**src/rtl/mc_control_pkg.sv**
```systemverilog
// Shared constants for the multi-cycle TSC control unit:
// opcodes, funcs, FSM states and datapath mux encodings.
package mc_control_pkg;

  localparam logic [3:0] OP_BNE = 4'd0;
  localparam logic [3:0] OP_BEQ = 4'd1;
  localparam logic [3:0] OP_BGZ = 4'd2;
  localparam logic [3:0] OP_BLZ = 4'd3;
  localparam logic [3:0] OP_ADI = 4'd4;
  localparam logic [3:0] OP_ORI = 4'd5;
  localparam logic [3:0] OP_LHI = 4'd6;
  localparam logic [3:0] OP_LWD = 4'd7;
  localparam logic [3:0] OP_SWD = 4'd8;
  localparam logic [3:0] OP_JMP = 4'd9;
  localparam logic [3:0] OP_JAL = 4'd10;
  localparam logic [3:0] OP_R   = 4'd15;

  localparam int F_ALU_LAST = 7;
  localparam int F_JPR      = 25;
  localparam int F_JRL      = 26;
  localparam int F_WWD      = 28;
  localparam int F_HLT      = 29;

  typedef enum logic [2:0] {
    S_FETCH  = 3'd0,
    S_DECODE = 3'd1,
    S_EXEC   = 3'd2,
    S_MEM    = 3'd3,
    S_WB     = 3'd4,
    S_HALT   = 3'd5,
    S_ERROR  = 3'd6
  } state_t;

  localparam logic [1:0] PC_NEXT = 2'd0;
  localparam logic [1:0] PC_BR   = 2'd1;
  localparam logic [1:0] PC_JMP  = 2'd2;
  localparam logic [1:0] PC_REG  = 2'd3;

  localparam logic [1:0] RD_RT   = 2'd0;
  localparam logic [1:0] RD_RD   = 2'd1;
  localparam logic [1:0] RD_LINK = 2'd2;

  localparam logic [1:0] WS_ALU  = 2'd0;
  localparam logic [1:0] WS_MEM  = 2'd1;
  localparam logic [1:0] WS_PC   = 2'd2;

  typedef struct packed {
    logic branch;
    logic jump;
    logic jump_reg;
    logic link;
    logic alu_r;
    logic alu_i;
    logic load;
    logic store;
    logic wwd;
    logic hlt;
    logic undef;
  } inst_class_t;

endpackage

```
**src/rtl/mc_control_decode.sv**
```systemverilog
// Combinational field decode of the latched IR:
// instruction class plus ALU controls.
module mc_control_decode
  import mc_control_pkg::*;
#(
  parameter int FUNC_WIDTH = 6
) (
  input  logic [3:0]            i_op,
  input  logic [FUNC_WIDTH-1:0] i_func,
  output inst_class_t           o_cls,
  output logic [2:0]            o_alu_op,
  output logic                  o_alu_src,
  output logic                  o_is_lhi
);

  // classify opcode/func into one class
  always_comb begin
    o_cls     = '0;
    o_alu_op  = 3'd0;
    o_alu_src = 1'b0;
    o_is_lhi  = 1'b0;
    case (i_op)
      OP_BNE, OP_BEQ, OP_BGZ, OP_BLZ: o_cls.branch = 1'b1;
      OP_ADI: begin
        o_cls.alu_i = 1'b1;
        o_alu_op    = 3'd3;
        o_alu_src   = 1'b1;
      end
      OP_ORI: begin
        o_cls.alu_i = 1'b1;
        o_alu_op    = 3'd2;
        o_alu_src   = 1'b1;
      end
      OP_LHI: begin
        o_cls.alu_i = 1'b1;
        o_alu_src   = 1'b1;
        o_is_lhi    = 1'b1;
      end
      OP_LWD: begin
        o_cls.load = 1'b1;
        o_alu_op   = 3'd3;
        o_alu_src  = 1'b1;
      end
      OP_SWD: begin
        o_cls.store = 1'b1;
        o_alu_op    = 3'd3;
        o_alu_src   = 1'b1;
      end
      OP_JMP: o_cls.jump = 1'b1;
      OP_JAL: begin
        o_cls.jump = 1'b1;
        o_cls.link = 1'b1;
      end
      OP_R: begin
        unique case (1'b1)
          (i_func <= FUNC_WIDTH'(F_ALU_LAST)): begin
            o_cls.alu_r = 1'b1;
            o_alu_op    = i_func[2:0];
          end
          (i_func == FUNC_WIDTH'(F_JPR)):
            o_cls.jump_reg = 1'b1;
          (i_func == FUNC_WIDTH'(F_JRL)): begin
            o_cls.jump_reg = 1'b1;
            o_cls.link     = 1'b1;
          end
          (i_func == FUNC_WIDTH'(F_WWD)):
            o_cls.wwd = 1'b1;
          (i_func == FUNC_WIDTH'(F_HLT)):
            o_cls.hlt = 1'b1;
          default: o_cls.undef = 1'b1;
        endcase
      end
      default: o_cls.undef = 1'b1;
    endcase
  end

endmodule

```
**src/rtl/mc_control.sv**
```systemverilog
// Multi-cycle TSC control FSM with memory handshake,
// access timeout and retired-instruction counter.
module mc_control
  import mc_control_pkg::*;
#(
  parameter int WORD_SIZE      = 16,
  parameter int FUNC_WIDTH     = 6,
  parameter int TIMEOUT_CYCLES = 15
) (
  input  logic                 clk,
  input  logic                 reset_n,
  input  logic [WORD_SIZE-1:0] inst,
  input  logic                 inst_valid,
  input  logic                 data_ready,
  input  logic                 branch_cond,
  output logic                 i_read_req,
  output logic                 ir_write,
  output logic                 pc_write,
  output logic [1:0]           pc_src,
  output logic                 reg_write,
  output logic [1:0]           reg_dest,
  output logic [1:0]           reg_write_src,
  output logic [2:0]           alu_op,
  output logic                 alu_src,
  output logic                 is_lhi,
  output logic                 d_read_req,
  output logic                 d_write_req,
  output logic                 output_port_write,
  output logic                 is_halted,
  output logic                 timeout_err,
  output logic [WORD_SIZE-1:0] num_inst,
  output logic [2:0]           state
);

  localparam int WW = $clog2(TIMEOUT_CYCLES + 1);

  state_t                r_state;
  state_t                w_next;
  logic [3:0]            r_op;
  logic [FUNC_WIDTH-1:0] r_func;
  logic [WW-1:0]         r_wait;
  logic [WW-1:0]         w_wait_inc;
  logic [WORD_SIZE-1:0]  r_num;
  logic                  w_retire;
  logic                  w_wait;
  inst_class_t           w_cls;
  logic [2:0]            w_alu_op;
  logic                  w_alu_src;
  logic                  w_is_lhi;
  logic                  w_unused_ir;

  // register operands live in the datapath IR
  assign w_unused_ir =
    &{1'b0, inst[WORD_SIZE-5:FUNC_WIDTH]};

  assign w_wait_inc = r_wait + 1'b1;
  assign state      = r_state;

  mc_control_decode #(
    .FUNC_WIDTH (FUNC_WIDTH)
  ) u_decode (
    .i_op      (r_op),
    .i_func    (r_func),
    .o_cls     (w_cls),
    .o_alu_op  (w_alu_op),
    .o_alu_src (w_alu_src),
    .o_is_lhi  (w_is_lhi)
  );

  // state register
  always_ff @(posedge clk) begin
    if (!reset_n) r_state <= S_FETCH;
    else          r_state <= w_next;
  end

  // IR fields, wait counter and retire counter
  always_ff @(posedge clk) begin
    if (!reset_n) begin
      r_op   <= '0;
      r_func <= '0;
      r_wait <= '0;
      r_num  <= '0;
    end else begin
      if (r_state == S_FETCH && inst_valid) begin
        r_op   <= inst[WORD_SIZE-1 -: 4];
        r_func <= inst[FUNC_WIDTH-1:0];
      end
      if (w_next != r_state) r_wait <= '0;
      else if (w_wait)       r_wait <= w_wait_inc;
      if (w_retire) r_num <= r_num + 1'b1;
    end
  end

  // next state, retire and wait decisions
  always_comb begin
    w_next   = r_state;
    w_retire = 1'b0;
    w_wait   = 1'b0;
    unique case (r_state)
      S_FETCH: begin
        if (inst_valid) begin
          w_next = S_DECODE;
        end else begin
          w_wait = 1'b1;
          if (w_wait_inc == WW'(TIMEOUT_CYCLES))
            w_next = S_ERROR;
        end
      end
      S_DECODE: begin
        if (w_cls.hlt) begin
          w_next   = S_HALT;
          w_retire = 1'b1;
        end else if (w_cls.jump | w_cls.jump_reg |
                     w_cls.wwd | w_cls.undef) begin
          w_next   = S_FETCH;
          w_retire = 1'b1;
        end else begin
          w_next = S_EXEC;
        end
      end
      S_EXEC: begin
        if (w_cls.branch) begin
          w_next   = S_FETCH;
          w_retire = 1'b1;
        end else if (w_cls.load | w_cls.store) begin
          w_next = S_MEM;
        end else begin
          w_next = S_WB;
        end
      end
      S_MEM: begin
        if (data_ready) begin
          if (w_cls.load) begin
            w_next = S_WB;
          end else begin
            w_next   = S_FETCH;
            w_retire = 1'b1;
          end
        end else begin
          w_wait = 1'b1;
          if (w_wait_inc == WW'(TIMEOUT_CYCLES))
            w_next = S_ERROR;
        end
      end
      S_WB: begin
        w_next   = S_FETCH;
        w_retire = 1'b1;
      end
      S_HALT:  w_next = S_HALT;
      S_ERROR: w_next = S_ERROR;
      default: w_next = S_FETCH;
    endcase
  end

  // per-state control outputs, all zero in reset
  always_comb begin
    i_read_req        = 1'b0;
    ir_write          = 1'b0;
    pc_write          = 1'b0;
    pc_src            = PC_NEXT;
    reg_write         = 1'b0;
    reg_dest          = RD_RT;
    reg_write_src     = WS_ALU;
    alu_op            = 3'd0;
    alu_src           = 1'b0;
    is_lhi            = 1'b0;
    d_read_req        = 1'b0;
    d_write_req       = 1'b0;
    output_port_write = 1'b0;
    is_halted         = 1'b0;
    timeout_err       = 1'b0;
    num_inst          = '0;
    if (reset_n) begin
      num_inst = r_num;
      if (r_state == S_EXEC || r_state == S_MEM ||
          r_state == S_WB) begin
        alu_op  = w_alu_op;
        alu_src = w_alu_src;
        is_lhi  = w_is_lhi;
      end
      unique case (r_state)
        S_FETCH: begin
          i_read_req = 1'b1;
          ir_write   = inst_valid;
        end
        S_DECODE: begin
          unique case (1'b1)
            w_cls.jump: begin
              pc_write = 1'b1;
              pc_src   = PC_JMP;
            end
            w_cls.jump_reg: begin
              pc_write = 1'b1;
              pc_src   = PC_REG;
            end
            w_cls.wwd: begin
              pc_write          = 1'b1;
              output_port_write = 1'b1;
            end
            w_cls.undef: pc_write = 1'b1;
            default: ;
          endcase
          if (w_cls.link) begin
            reg_write     = 1'b1;
            reg_dest      = RD_LINK;
            reg_write_src = WS_PC;
          end
        end
        S_EXEC: begin
          if (w_cls.branch) begin
            pc_write = 1'b1;
            pc_src   = branch_cond ? PC_BR : PC_NEXT;
          end
        end
        S_MEM: begin
          d_read_req  = w_cls.load;
          d_write_req = w_cls.store;
          pc_write    = w_cls.store & data_ready;
        end
        S_WB: begin
          reg_write     = 1'b1;
          pc_write      = 1'b1;
          reg_dest      = w_cls.alu_r ? RD_RD : RD_RT;
          reg_write_src = w_cls.load ? WS_MEM : WS_ALU;
        end
        S_HALT:  is_halted   = 1'b1;
        S_ERROR: timeout_err = 1'b1;
        default: ;
      endcase
    end
  end

endmodule

```
**config.mk**
```make
export PLATFORM = sky130hd
export DESIGN_NAME = mc_control
export DESIGN_NICKNAME = d
export VERILOG_FILES = /design/src/rtl/mc_control_pkg.sv /design/src/rtl/mc_control_decode.sv /design/src/rtl/mc_control.sv
export SDC_FILE = /design/constraint.sdc
export NUM_CORES = 1
export LEC_CHECK = 0
export BUFFER_PORTS_ARGS = -buffer_cell sky130_fd_sc_hd__buf_2
export CELL_PAD_IN_SITES_DETAIL_PLACEMENT = 1
export CELL_PAD_IN_SITES_GLOBAL_PLACEMENT = 1
export CORE_ASPECT_RATIO = 0.7
export CORE_MARGIN = 2
export CORE_UTILIZATION = 37
export CTS_CLUSTER_DIAMETER = 100
export DETAILED_ROUTE_END_ITERATION = 12
export PLACE_DENSITY_LB_ADDON = 0.1
export REMOVE_ABC_BUFFERS = 1
export SYNTH_ARGS = -nofsm -noshare
export SYNTH_HDL_FRONTEND = slang
export SYNTH_SLANG_ARGS = --single-unit
```
**constraint.sdc**
```tcl
create_clock -name clk -period 3.4 [get_ports clk]
set_input_delay 0.17 -clock clk [delete_from_list [all_inputs] [get_ports clk]]
set_output_delay 0.17 -clock clk [all_outputs]
set_load 0.02 [all_outputs]
```
==> key figures <==
Logic synthesis
  • Syn Area/Cell: ~7.3 sq um
  • Top post-synthesis cells by area: dfxtp_1, nand2_1, a21oi_1, nor2_1, and2_1
  • Yosys top cell area share: 29.06%
  • Seq/Total Area, Yosys: between 20% and 30%
  • Top FF cell, synth: dfxtp_1
  • Post-Syn Instances: about 310
  • Post-synth top area cell: dfxtp_1
  • Number of distinct library cells after synthesis: 50
  • Post-synth EDFFs: 0
  • Asr flop ratio synth: 0%
  • Cell Area, Synth: roughly 2300 sq um
  • Yosys warning count: 0
  • FF+latch count, synth: 33

Pwr
  • Cell area power density: ~380 nW/um^2
  • Clock power share: 39.6%
  • Internal power: approximately 710 uW
  • P_sw: around 300 uW
  • Leakage power: around 1.1 nW
  • Peak supply drop: 162.3 uV
  • Combinational share of power: between 15 and 20%
  • Flop pwr share: about two fifths
  • Switching share of power: between 30% and 40%
  • Pwr Total: about 1 mW

Layout
  • Layout cells sized above 1: between 20% and 30%
  • Area delta synth->final: 18.44%
  • N_diodes: 0
  • Nets: 380

Die
  • Area of the core: just under 6000 sq um
  • Die width: slightly below 100 microns
  • Ports: 60
  • Die Ht: 69.58 microns
  • Die area: approximately 6800 sq um
  • # rows: 23
  • Initial Util: 38.92%

Timing
  • RSZ-0062 raised after global routing: false
  • F_max: approximately 0.36 GHz
  • Setup violators final: 0
  • Tmin final: between 2 and 3 ns
  • Hold Fails Final Rpt: 0
  • Slew @ Worst Pin: around 0.70 ns
  • Worst Skew: about 0.0065 ns
  • Max Slew Vio Count: 0
  • Setup TNS: 0 ns
  • Ratio of final minimum period to clock period: between 80% and 90%
  • Slew margin rel.: a little over half

Worst setup path
  • Worst path required time: around 3.6 ns
  • Reg-to-reg setup timing slack: ~0.65 ns
  • Arrival time worst endpoint: a little under 3 ns
  • CP startpoint: r_op[2]$_SDFFE_PN0P_
  • Reg2Reg Depth: 6
  • End of the critical path: r_num[14]$_SDFFE_PN0P_
  • CP max FO: 19
  • R2R Path Start: r_op[2]$_SDFFE_PN0P_
  • RR Endpoint: r_num[14]$_SDFFE_PN0P_
  • CP Launch Type: register
  • Worst Setup Path Type: reg2reg
  • Worst Setup End Kind: register

Clock network
  • Post-cts resize count: 0
  • CTS Hold Buffers Added: 0
  • Clk pin slew, worst setup/hold paths: approximately 0.080 ns
  • Root Buffer: clkbuf_8
  • Post-CTS Setup Inserts: 0
  • Skew-Pair Late Insertion Delay: 0.29 ns
  • CTS buffer count: 5
  • Bufs on Longest Clock Path: 2
  • H-tree levels: 2
  • TritonCTS clock tree: built
  • CTS Sinks: 33

GRT
  • Vias in the first global route: ~2300
  • Total GRT Usage: 20.20%
  • Total gr overflow: 0
  • First-pass GRT wire length: ~11000 microns
  • Largest net degree at the start of global routing: 33
  • Antenna violations before repair: 0
  • Met1 GRT Util: 30.84%
  • Gr busiest metal: met1
  • Met3 Use GR: 4.032%
  • Grt met2 use: 28.89%

Routing
  • Final ANT Viol Nets: 0
  • DR vias: between 2000 and 2500
  • Remaining DRCs: 0
  • Initial DRT Pass Iterations: 4
  • Final WL: about 6800 microns
  • DR iter-0 viols: 102
  • Drt via density: 5.620
  • WL per Instance: between 15 and 20 microns

Place
  • Detailed Place HPWL: just under 5000 microns
  • GPL Wtd Cong: between 0.7 and 0.8
  • Number of port buffers: 53

Hold path
  • Worst hold path type: in2reg

Flow run
  • Max-Cap Viols: 0

Outcome
  • Status: completed
==> synthesized netlist by cell type (all sizes together), types with 2 or more instances <==
master,instances
a31oi,2
clkbuf,18
nand3,14
o31ai,2
nand4b,2
and3,12
nor4,5
inv,4
o21bai,3
dfxtp,33
nor4b,2
xnor2,9
buf,4
o21ai,16
or3,6
and2,18
or3b,2
nand2b,3
nand2,40
nand4,8
o311ai,2
nor3,12
nor2b,6
xor2,2
or4,2
o211ai,3
nor2,29
ha,3
nor3b,3
mux2,7
a21oi,25
nand3b,5
==> routing by layer <==
metal	up-vias	part of all wire (%)
met4	0	0.86
met2	56	42
met3	7	4.7
li1	1194	-
met1	1171	52
met5	-	0
==> area by class of cell <==
cell class / count / area, sq um
inverter: 4 / 15.01
sequential: 33 / 660.6
timing repair buffer: 59 / 310.3
clock inverter: 2 / 37.54
tap: 75 / 93.84
fill: 769 / 3149
multi-input combinational: 253 / 1493
clock buffer: 6 / 82.58
==> per-stage QoR <==
stage          utilization, %  cells  hold slack (ns)  setup WS [ns]  cell area (sq um)
6_report                46.09    432           0.1130         0.6493               2693
5_1_grt                 46.09    432           0.1046         0.4986               2693
4_1_cts                 46.09    432           0.1075         0.6579               2693
3_5_place_dp            44.04    424           0.4218         0.6600               2572
3_3_place_gp            44.04    424           0.4131         0.7707               2572
2_1_floorplan               -    290           0.2985         0.7604               2168
==> worst min-delay path by stage <==
stage	start	end	slack (ns)	depth (start not counted)
floorplan	reset_n	r_wait[0]$_SDFFE_PP0P_	0.30	2
global placement	inst[0]	r_func[0]$_SDFFE_PN0P_	0.41	3
detailed placement	inst[1]	r_func[1]$_SDFFE_PN0P_	0.42	3
CTS	inst[5]	r_func[5]$_SDFFE_PN0P_	0.11	3
global route	inst[1]	r_func[1]$_SDFFE_PN0P_	0.10	3
finish	inst[1]	r_func[1]$_SDFFE_PN0P_	0.11	3
==> power by group through the flow <==
| stage | combinational [mW] | sequential [mW] | clock (mW) |
|---|---|---|---|
| 3_3_place_gp | 0.183 | 0.434 | 0 |
| 4_1_cts | 0.188 | 0.426 | 0.408 |
| 3_5_place_dp | 0.187 | 0.435 | 0 |
| 2_1_floorplan | 0.109 | 0.441 | 0 |
| 6_report | 0.188 | 0.427 | 0.402 |
| 5_1_grt | 0.211 | 0.429 | 0.433 |
==> critical path, stage by stage (launching register included) <==
cell and delay [ns]:
dfxtp_1 0.67, nand4_1 0.29, or4_1 0.59, and3_4 0.21, and2_4 0.22, nor4b_2 0.30
mux2_1 0.35
==> logic make-up after synthesis <==
group,count (synthesis),share of synthesized area (%)
buffers and inverters,26,5.283
adder cells (fa/ha/maj),3,1.651
AND/OR/NAND/NOR,172,40.62
multiplexers,8,3.907
XOR/XNOR,11,4.238
flip-flops,33,29.06
AO/OA/AOI/OAI,59,15.24
==> flip-flops by register name, summed over array words and instances, names as in the netlist <==
name and count:
r_wait 4, state 3, r_num 16, r_op 4, r_func 6
==> cell usage in the layout, fill, tap and decap left out, types with 2 or more instances in the layout <==
master / synthesis / final
a21oi_1: 25 / 25
a31oi_1: 2 / 2
and2_1: 17 / 17
and3_1: 11 / 11
buf_2: 0 / 53
buf_4: 2 / 6
clkbuf_8: 0 / 6
dfxtp_1: 33 / 33
ha_1: 3 / 3
inv_1: 4 / 4
mux2_1: 2 / 2
mux2_2: 5 / 5
nand2_1: 40 / 40
nand2b_1: 3 / 3
nand3_1: 14 / 14
nand3b_1: 5 / 5
nand4_1: 8 / 8
nand4b_1: 2 / 2
nor2_1: 29 / 29
nor2b_1: 6 / 6
nor3_1: 12 / 12
nor3b_1: 3 / 3
nor4_1: 5 / 5
o211ai_1: 3 / 3
o21ai_0: 15 / 15
o21bai_1: 3 / 3
o31ai_1: 2 / 2
or3_1: 6 / 6
or4_1: 2 / 2
xnor2_1: 9 / 9
xor2_1: 2 / 2
(Power assumes the default switching activity.)
